File: config.mk
export PLATFORM = sky130hd
export DESIGN_NAME = rvfi_cmp_fifo
export DESIGN_NICKNAME = d
export VERILOG_FILES = /design/src/rtl/rvfi_cmp_fifo.sv
export SDC_FILE = /design/constraint.sdc
export NUM_CORES = 1
export LEC_CHECK = 0
export ABC_AREA = 1
export CORE_UTILIZATION = 50
export DETAILED_ROUTE_END_ITERATION = 8
export PLACE_DENSITY = 0.72
export SLEW_MARGIN = 20
export SYNTH_ARGS = -nofsm -noshare
export SYNTH_HDL_FRONTEND = slang
export SYNTH_SLANG_ARGS = --single-unit
File: constraint.sdc
create_clock -name clk_i -period 3.7 [get_ports clk_i]
set_clock_uncertainty 0.15 [all_clocks]
set_input_delay 0.555 -clock clk_i [delete_from_list [all_inputs] [get_ports clk_i]]
set_output_delay 0.555 -clock clk_i [all_outputs]
set_load 0.05 [all_outputs]
File: src/rtl/rvfi_cmp_fifo.sv
// -----------------------------------------------------------------------------
// rvfi_cmp_fifo
// Synchronous FIFO for one retirement stream. Written records become visible
// at the head on the cycle after the push (no bypass).
//   clk_i, rst_ni : clock, synchronous active-low reset
//   flush_i       : empties the FIFO; wins over push/pop in the same cycle
//   push_i/data_i : write request; ignored when full unless a pop frees a slot
//   pop_i         : remove the head entry (ignored when empty)
//   data_o        : head entry, valid while empty_o is low
//   full_o/empty_o: occupancy flags
// Pointers carry one extra MSB so that full and empty differ after wrap.
// -----------------------------------------------------------------------------
module rvfi_cmp_fifo #(
    parameter int  DEPTH = 8,
    parameter type T     = logic
) (
    input  logic clk_i,
    input  logic rst_ni,
    input  logic flush_i,
    input  logic push_i,
    input  T     data_i,
    input  logic pop_i,
    output T     data_o,
    output logic full_o,
    output logic empty_o
);

    localparam int AW = $clog2(DEPTH);

    T           mem [DEPTH];
    logic [AW:0] wptr_q;
    logic [AW:0] rptr_q;
    logic        do_push;
    logic        do_pop;

    assign empty_o = (wptr_q == rptr_q);
    assign full_o  = (wptr_q[AW] != rptr_q[AW]) &&
                     (wptr_q[AW-1:0] == rptr_q[AW-1:0]);

    // A pop on a full FIFO frees the slot the push lands in, so both proceed.
    assign do_pop  = pop_i && !empty_o;
    assign do_push = push_i && (!full_o || do_pop);

    assign data_o  = mem[rptr_q[AW-1:0]];

    always_ff @(posedge clk_i) begin
        if (!rst_ni || flush_i) begin
            wptr_q <= '0;
            rptr_q <= '0;
        end else begin
            if (do_push) wptr_q <= wptr_q + 1'b1;
            if (do_pop)  rptr_q <= rptr_q + 1'b1;
        end
    end

    always_ff @(posedge clk_i) begin
        if (rst_ni && !flush_i && do_push) begin
            mem[wptr_q[AW-1:0]] <= data_i;
        end
    end

endmodule

==> flow_metrics.env, run 1 <==
export IMPL_outcome="finished, final reports clean"
export IMPL_drtPass1Iterations=4
export IMPL_yosysTopAreaCell="edfxtp_1"
export IMPL_fin_crit_ns=2.84
export IMPL_instances_no_fill=151
export IMPL_synth_edf_count=8
export IMPL_die_h_um=46.4
export IMPL_syn_avg_cell_area_um2=8.64
export IMPL_hold_viol_final=0
export IMPL_ys_seq_area_share_pct=46.8
export IMPL_rsz0062_at_grt="no"
export IMPL_ctsLongestPathBuffers=2
export IMPL_cts_buffers=3
export IMPL_clk_pin_slew_ns=0.11
export IMPL_whs_path_depth=2
export IMPL_io_pins=9
export IMPL_synth_area_mux_share_pct=1.02
export IMPL_clock_latency_ns=0.29
export IMPL_share_seq_of_total_power_pct=58.8
export IMPL_grt_usage_pct=17.1
export IMPL_cts_sinks=19
export IMPL_synth_most_common_cell="nor2_1"
export IMPL_r2r_slack_ns=2.06
export IMPL_cts_hold_buffers=0
export IMPL_gp_congestion=0.787
export IMPL_worstPathMaxFanout=6
export IMPL_hpwl_um=1240
export IMPL_synth_area_leaders="edfxtp_1 (24%), dfxtp_1 (22%), nor2_1 (9.1%)"
export IMPL_endpoint_kind="output pin"
export IMPL_max_freq_mhz=352
export IMPL_route_vias_total=732
export IMPL_finalMaxSlewViolations=0
export IMPL_final_setup_tns_ns=0
export IMPL_post_drt_via_cell_ratio=4.85
export IMPL_die_x_um=46.4
export IMPL_die_area_um2=2150
export IMPL_post_synth_top_area_fraction_pct=24.4
export IMPL_postSynth_asyncResetShare_pct=0
export IMPL_grt_max_degree=11
export IMPL_wirelength_um=1570
export IMPL_num_fill_cells=146
export IMPL_yosysWarnings=0
export IMPL_fp_row_count=15
export IMPL_ys_top_cells_by_count="nor2_1 (24), nand2_1 (20), inv_1 (12)"
export IMPL_core_area_um2=1780
export IMPL_synthSimpleGateAreaFrac_pct=32.1
export IMPL_htreeDepth=1
export IMPL_drv_cap=0
export IMPL_cp_start_kind="flip-flop"
export IMPL_irDropWorstVdd_mv=0.188
export IMPL_drive_gt1_share_pct=18.3
export IMPL_dp_cells=147
export IMPL_ctsResizeCount=0
export IMPL_gr_total_overflow=0
export IMPL_power_density_nw_per_um2=340
export IMPL_synth_nets=122
export IMPL_area_delta_synth_final_pct=14.0
export IMPL_setup_viol=0
export IMPL_fin_crit_sh_pct=76.9
export IMPL_synthCells=114
export IMPL_cp_arrival_ns=2.14
export IMPL_num_antenna_cells=0
export IMPL_cts_tree="built"
export IMPL_p_leak_nw=0.458
export IMPL_drc=0
export IMPL_netlist_area_um2=985
export IMPL_numPortBuffers=8
export IMPL_cts_root_buffer="clkbuf_4"
export IMPL_reg2reg_from="wptr_q[1]"
export IMPL_wl_per_cell_um=10.4
export IMPL_grt_pass1_vias=622
export IMPL_nNetsFinal=135
export IMPL_ys_seq_elements=19
export IMPL_r2r_end="mem[3]"
export IMPL_yosysUniqueCellTypes=26
export IMPL_cts_setup_buffers=0
export IMPL_synth_xor_area_share_pct=5.08
export IMPL_worstRegToRegCells=9
export IMPL_postRouteAntennaNets=0
export IMPL_post_route_util_pct=62.9
export IMPL_switching_share_pct=25.9
export IMPL_dominantRegCellSynth="dfxtp_1"
export IMPL_synth_compound_area_share_pct=5.97
export IMPL_hold_start="rptr_q[3]"
export IMPL_synth_top_family_by_area="simple AND/OR/NAND/NOR gates"
export IMPL_design_area_um2=1120
export IMPL_initial_utilization_pct=55.2
export IMPL_antenna_found_initial=0
export IMPL_worst_pin_slew_ns=0.511
export IMPL_comb_power_share_pct=13.8
export IMPL_slew_headroom_pct=65.8
export IMPL_placed_cell_area_um2=1100
export IMPL_hold_path_end="rptr_q[3]"
export IMPL_min_path_type="reg2reg"
export IMPL_yosys_area_share_adder_pct=2.54
export IMPL_multi_input_area_um2=460
export IMPL_cp_required_ns=2.99
export IMPL_power_switching_mw=0.0988
export IMPL_clkPwrFrac_pct=27.3
export IMPL_critical_path_class="reg2out"
export IMPL_grt_pass1_wl_um=2500
export IMPL_power_internal_mw=0.283
export IMPL_seq_area_um2=460
export IMPL_drtIter0Drc=12
per-layer routing:
layer / track usage (%) / share of wire [%]
met5: 0 / 0
met4: 8.82 / 1.1
met3: 4.71 / 3.4
met2: 26.9 / 46
met1: 21.0 / 49
worst max path at each step:
stage	cells past startpoint	start	end
after floorplan	4	flip-flop	data_o
after global placement	7	wptr_q[1]	empty_o
after detailed placement	7	wptr_q[1]	full_o
after CTS	7	wptr_q[1]	full_o
after global routing	7	wptr_q[1]	full_o
final	7	wptr_q[1]	full_o
power by group through the flow:
stage / Clock (mW) / Sequential (mW) / Combinational (mW)
after detailed placement: 0 / 0.230 / 0.0530
final: 0.104 / 0.225 / 0.0527
after CTS: 0.105 / 0.225 / 0.0533
after global placement: 0 / 0.229 / 0.0521
after global routing: 0.116 / 0.225 / 0.0579
after floorplan: 0 / 0.229 / 0.0374
cell families (layout without fill, tap and decap cells):
logic type | after synthesis | count (layout)
DFF | 19 | 19
xor gates and xnor gates | 4 | 4
AOI/OAI and AO/OA | 10 | 10
adders and majority gates | 2 | 2
and+or+nand+nor | 61 | 61
buffers and inverters | 17 | 29
muxes | 1 | 1
worst max-delay path: stages, from the launching register on:
cell,delay (ns)
dfxtp_1,0.45
inv_2,0.07
nand2_1,0.08
nand2_2,0.09
nor2_8,0.15
nand2_1,0.06
nor2_1,0.11
clkdlybuf4s50_1,0.82
placed cells by master (no fill, tap or decap), types with 5 or more instances in the layout:
master,netlist,routed
dfxtp_1,11,11
clkdlybuf4s50_1,0,8
nand2_1,20,20
nor2_1,24,24
inv_1,12,12
nand3_1,5,5
edfxtp_1,8,8
nand2_2,5,5
inv_2,5,5
layout make-up:
type                       instances  area share (%)
sequential                        19            41.0
multi-input combinational         78            41.0
inverter                          17            5.69
clock buffer                       4            2.34
tap                               25            2.79
timing repair buffer               8            7.13
per-stage QoR:
step	worst slack [ns]	power (mW)	hold slack, ns
after floorplan	1.27	0.266	0.348
after global placement	1.24	0.282	0.381
after detailed placement	1.18	0.283	0.392
after CTS	0.842	0.383	0.407
after global routing	0.769	0.399	0.454
final	0.855	0.382	0.402
Power figures use the tool's default switching activity.
==> run 2, diff against run 1 <==
- CORE_UTILIZATION: 50 -> 49
- PLACE_DENSITY: 0.72 -> 0.73
- clock period: 3.7 -> 2.37 ns (I/O delays scaled with it)
==> flow_metrics.env, run 2 (synthesis gave the netlist of run 1 again) <==
export IMPL_nNetsFinal=136
export IMPL_cp_start_kind="flip-flop"
export IMPL_dp_cells=148
export IMPL_area_delta_synth_final_pct=14.0
export IMPL_drv_cap=0
export IMPL_die_area_um2=2190
export IMPL_dp_slack_ns=0.399
export IMPL_slew_headroom_pct=79.3
export IMPL_die_h_um=46.8
export IMPL_grt_max_degree=11
export IMPL_cts_buffers=3
export IMPL_cts_hold_buffers=0
export IMPL_htreeDepth=1
export IMPL_wirelength_um=1580
export IMPL_drc=0
export IMPL_gr_total_overflow=0
export IMPL_worst_pin_slew_ns=0.308
export IMPL_postRouteAntennaNets=0
export IMPL_worstPathMaxFanout=6
export IMPL_rsz0062_at_grt="no"
export IMPL_power_density_nw_per_um2=529
export IMPL_antenna_found_initial=0
export IMPL_drtIter0Drc=10
export IMPL_drtPass1Iterations=4
export IMPL_cp_arrival_ns=1.49
export IMPL_critical_path_class="reg2out"
export IMPL_outcome="finished, final reports clean"
export IMPL_instances_no_fill=152
export IMPL_cpPeakStageDelay_ns=0.45
export IMPL_setup_ws_ns=0.375
export IMPL_fp_row_count=15
export IMPL_hold_viol_final=0
export IMPL_num_fill_cells=176
export IMPL_post_drt_via_cell_ratio=4.78
export IMPL_cp_cell_sequence="inv_2, nand2_1, nand2_2, nor2_8, nand3_4, inv_1, buf_4"
export IMPL_final_setup_tns_ns=0
export IMPL_mostFrequentLayoutCells="nor2_1 (24), nand2_1 (20), inv_1 (12)"
export IMPL_post_route_util_pct=62.3
export IMPL_clock_latency_ns=0.29
export IMPL_final_common_cell="nor2_1"
export IMPL_ctsResizeCount=0
export IMPL_io_pins=9
export IMPL_num_antenna_cells=0
export IMPL_core_area_um2=1800
export IMPL_power_internal_mw=0.442
export IMPL_drive_gt1_share_pct=21.3
export IMPL_cts_setup_buffers=0
export IMPL_route_vias_total=727
export IMPL_switching_share_pct=25.5
export IMPL_ctsLongestPathBuffers=2
export IMPL_share_seq_of_total_power_pct=59.1
export IMPL_critPathBufInv=3
export IMPL_endpoint_kind="output pin"
export IMPL_crit_slowest_cell="dfxtp_1"
export IMPL_clkPwrFrac_pct=26.9
export IMPL_path_delay_family="flip-flops"
export IMPL_wl_per_cell_um=10.4
export IMPL_grt_usage_pct=17.3
export IMPL_gp_congestion=0.801
export IMPL_finalMaxSlewViolations=0
export IMPL_irDropWorstVdd_mv=0.512
export IMPL_initial_utilization_pct=54.7
export IMPL_fin_crit_sh_pct=84.2
export IMPL_hpwl_um=1300
export IMPL_cts_root_buffer="clkbuf_4"
export IMPL_clk_pin_slew_ns=0.10
export IMPL_grt_pass1_wl_um=2610
export IMPL_p_leak_nw=0.467
export IMPL_max_freq_mhz=501
export IMPL_fin_crit_ns=1.99
export IMPL_comb_power_share_pct=13.9
export IMPL_grt_pass1_vias=661
export IMPL_min_path_type="reg2reg"
export IMPL_die_x_um=46.8
export IMPL_power_switching_mw=0.151
export IMPL_cts_tree="built"
export IMPL_cp_required_ns=1.86
export IMPL_numPortBuffers=8
export IMPL_cts_sinks=19
export IMPL_setup_viol=0
[run 2: layout make-up]
cell class / count / area, µm² / area share [%]
multi-input combinational: 78 / 460 / 41.0
tap: 25 / 31.3 / 2.79
timing repair buffer: 9 / 80.1 / 7.13
clock buffer: 4 / 26.3 / 2.34
inverter: 17 / 63.8 / 5.69
sequential: 19 / 460 / 41.0
[run 2: through the flow]
stage	instance area, µm²	hold slack, ns	power [mW]
finish	1120	0.391	0.593
global route	1120	0.426	0.623
CTS	1120	0.395	0.604
global placement	1100	0.370	0.440
floorplan	985	0.304	0.415
detailed placement	1100	0.379	0.442
[run 2: worst paths after layout]
| kind | cells past startpoint | end | slack, ns | startpoint |
|---|---|---|---|---|
| setup reg to reg | 9 | mem[5] | 0.77 | wptr_q[1] |
| hold / removal | 2 | rptr_q[3] | 0.39 | rptr_q[3] |
| setup / recovery | 7 | empty_o | 0.38 | wptr_q[1] |
| hold reg to reg | 2 | rptr_q[3] | 0.39 | rptr_q[3] |
[run 2: power by group through the flow]
stage,clock network [mW],logic [mW],registers [mW]
after floorplan,0,0.0583,0.357
after global placement,0,0.0813,0.358
after detailed placement,0,0.0833,0.358
after CTS,0.169,0.0835,0.351
after global routing,0.181,0.0906,0.352
final,0.160,0.0827,0.351
[run 2: per-layer routing]
| metal | GRT usage (%) | routed length, µm | up-vias |
|---|---|---|---|
| li1 | - | - | 387 |
| met1 | 21.8 | 754 | 330 |
| met2 | 28.1 | 763 | 8 |
| met3 | 5.77 | 52 | 2 |
| met4 | 5.14 | 12 | 0 |
| met5 | 0 | 0 | - |
[run 2: worst register-to-register path, cell delays in order, from the launching register on]
cell and delay [ns]:
dfxtp_1 0.45, inv_2 0.07, nand2_1 0.07, nand2_2 0.09, nor2_8 0.15, nand4_4 0.14
nand2_2 0.11, inv_2 0.04, nand2_2 0.06, nor2_1 0.05
==> run 3, diff against run 2 <==
- CORE_UTILIZATION: 49 -> 50
- PLACE_DENSITY: 0.73 -> 0.72
- clock period: 2.37 -> 1.9 ns (I/O delays scaled with it)
==> flow_metrics.env, run 3 (synthesis gave the netlist of run 1 again) <==
export IMPL_grt_max_degree=11
export IMPL_fin_crit_ns=1.82
export IMPL_area_delta_synth_final_pct=25.8
export IMPL_cts_tree="built"
export IMPL_final_setup_tns_ns=0
export IMPL_gp_congestion=0.789
export IMPL_drive_gt1_share_pct=30.8
export IMPL_drtPass1Iterations=4
export IMPL_wl_per_cell_um=10.4
export IMPL_critical_path_class="reg2out"
export IMPL_drtIter0Drc=8
export IMPL_cp_required_ns=1.46
export IMPL_rsz0062_at_grt="no"
export IMPL_core_area_um2=1780
export IMPL_numPortBuffers=8
export IMPL_die_h_um=46.4
export IMPL_crit_slowest_cell="dfxtp_4"
export IMPL_num_antenna_cells=0
export IMPL_outcome="finished, final reports clean"
export IMPL_nNetsFinal=142
export IMPL_cts_hold_buffers=0
export IMPL_post_drt_via_cell_ratio=4.85
export IMPL_setup_ws_ns=0.0772
export IMPL_clock_latency_ns=0.29
export IMPL_final_common_cell="nor2_1"
export IMPL_path_delay_family="simple AND/OR/NAND/NOR gates"
export IMPL_critPathBufInv=2
export IMPL_die_area_um2=2150
export IMPL_hpwl_um=1340
export IMPL_initial_utilization_pct=55.2
export IMPL_max_freq_mhz=549
export IMPL_grt_usage_pct=18.0
export IMPL_drv_cap=0
export IMPL_mostFrequentLayoutCells="nor2_1 (23), nand2_1 (19), inv_1 (12)"
export IMPL_power_density_nw_per_um2=614
export IMPL_grt_pass1_vias=654
export IMPL_cts_root_buffer="clkbuf_4"
export IMPL_gr_total_overflow=0
export IMPL_clk_pin_slew_ns=0.10
export IMPL_endpoint_kind="output pin"
export IMPL_finalMaxSlewViolations=0
export IMPL_dp_slack_ns=0.0559
export IMPL_wirelength_um=1640
export IMPL_hold_viol_final=0
export IMPL_slew_headroom_pct=79.4
export IMPL_cts_sinks=19
export IMPL_route_vias_total=766
export IMPL_setup_viol=0
export IMPL_postRouteAntennaNets=0
export IMPL_num_fill_cells=153
export IMPL_p_leak_nw=0.517
export IMPL_drc=0
export IMPL_grt_pass1_wl_um=2630
export IMPL_antenna_found_initial=0
export IMPL_cp_cell_sequence="inv_2, nand2_1, nand2_2, nor2_8, nand2_2, nor2_2, buf_12"
export IMPL_cp_start_kind="flip-flop"
export IMPL_irDropWorstVdd_mv=0.491
export IMPL_htreeDepth=1
export IMPL_io_pins=9
export IMPL_min_path_type="reg2reg"
export IMPL_cp_arrival_ns=1.39
export IMPL_worstPathMaxFanout=4
export IMPL_cts_buffers=3
export IMPL_fp_row_count=15
export IMPL_fin_crit_sh_pct=95.9
export IMPL_crit_top_cell="nand2_2"
export IMPL_cpPeakStageDelay_ns=0.38
export IMPL_worst_pin_slew_ns=0.308
export IMPL_die_x_um=46.4
export IMPL_ctsLongestPathBuffers=2
==> run 3: cell types whose count changed in the layout (fill, tap and decap cells not counted), sizes merged <==
cell / delta
buf: +6
==> run 3: cell type report <==
cell class | instances | area (µm²) | share of cell area [%]
Multi-Input combinational cell | 78 | 480 | 38.8
Clock buffer | 4 | 26.3 | 2.12
Timing Repair Buffer | 15 | 163 | 13.1
Inverter | 17 | 63.8 | 5.15
Sequential cell | 19 | 474 | 38.3
Tap cell | 25 | 31.3 | 2.53
==> run 3: final timing paths <==
| path | from | end | slack (ns) | depth (start not counted) |
|---|---|---|---|---|
| hold reg to reg | wptr_q[1] | wptr_q[1] | 0.38 | 2 |
| setup reg to reg | wptr_q[2] | mem[2] | 0.33 | 4 |
| setup / recovery | wptr_q[0] | full_o | 0.08 | 7 |
| hold / removal | wptr_q[1] | wptr_q[1] | 0.38 | 2 |
==> run 3: through the flow <==
step | hold WS, ns | total power [mW] | instance area, µm² | utilization [%] | cells
final | 0.377 | 0.761 | 1240 | 69.5 | 158
after global routing | 0.390 | 0.794 | 1240 | 69.5 | 158
after CTS | 0.392 | 0.767 | 1200 | 67.1 | 156
after detailed placement | 0.399 | 0.570 | 1160 | 65.3 | 152
after global placement | 0.370 | 0.568 | 1160 | 65.3 | 152
after floorplan | 0.234 | 0.518 | 985 | - | 114
==> run 3: worst register-to-register path: cells and delay by family, from the launching register on <==
family | cells | cell delay, ns
DFF | 1 | 0.51
and+or+nand+nor | 3 | 0.48
xor gates and xnor gates | 1 | 0.14
==> run 3: what timing repair did <==
item | CTS | global route
setup endpoints to repair | 2 | 3
pin swaps | 0 | 3
buffers inserted | 0 | 2
gates resized for setup | 4 | 8
==> run 3: layer usage <==
metal  up-vias  track usage, %  wire length (µm)
met4         0            5.29                21
met5         -               0                 0
met3         5            5.88                67
met2        12            29.7               779
li1        401               -                 -
met1       348            22.1               769
==> run 3: power by group <==
group          total [mW]  internal [mW]  switching (mW)
combinational       0.128         0.0576          0.0705
clock               0.197         0.0817           0.116
sequential          0.435          0.428         0.00660
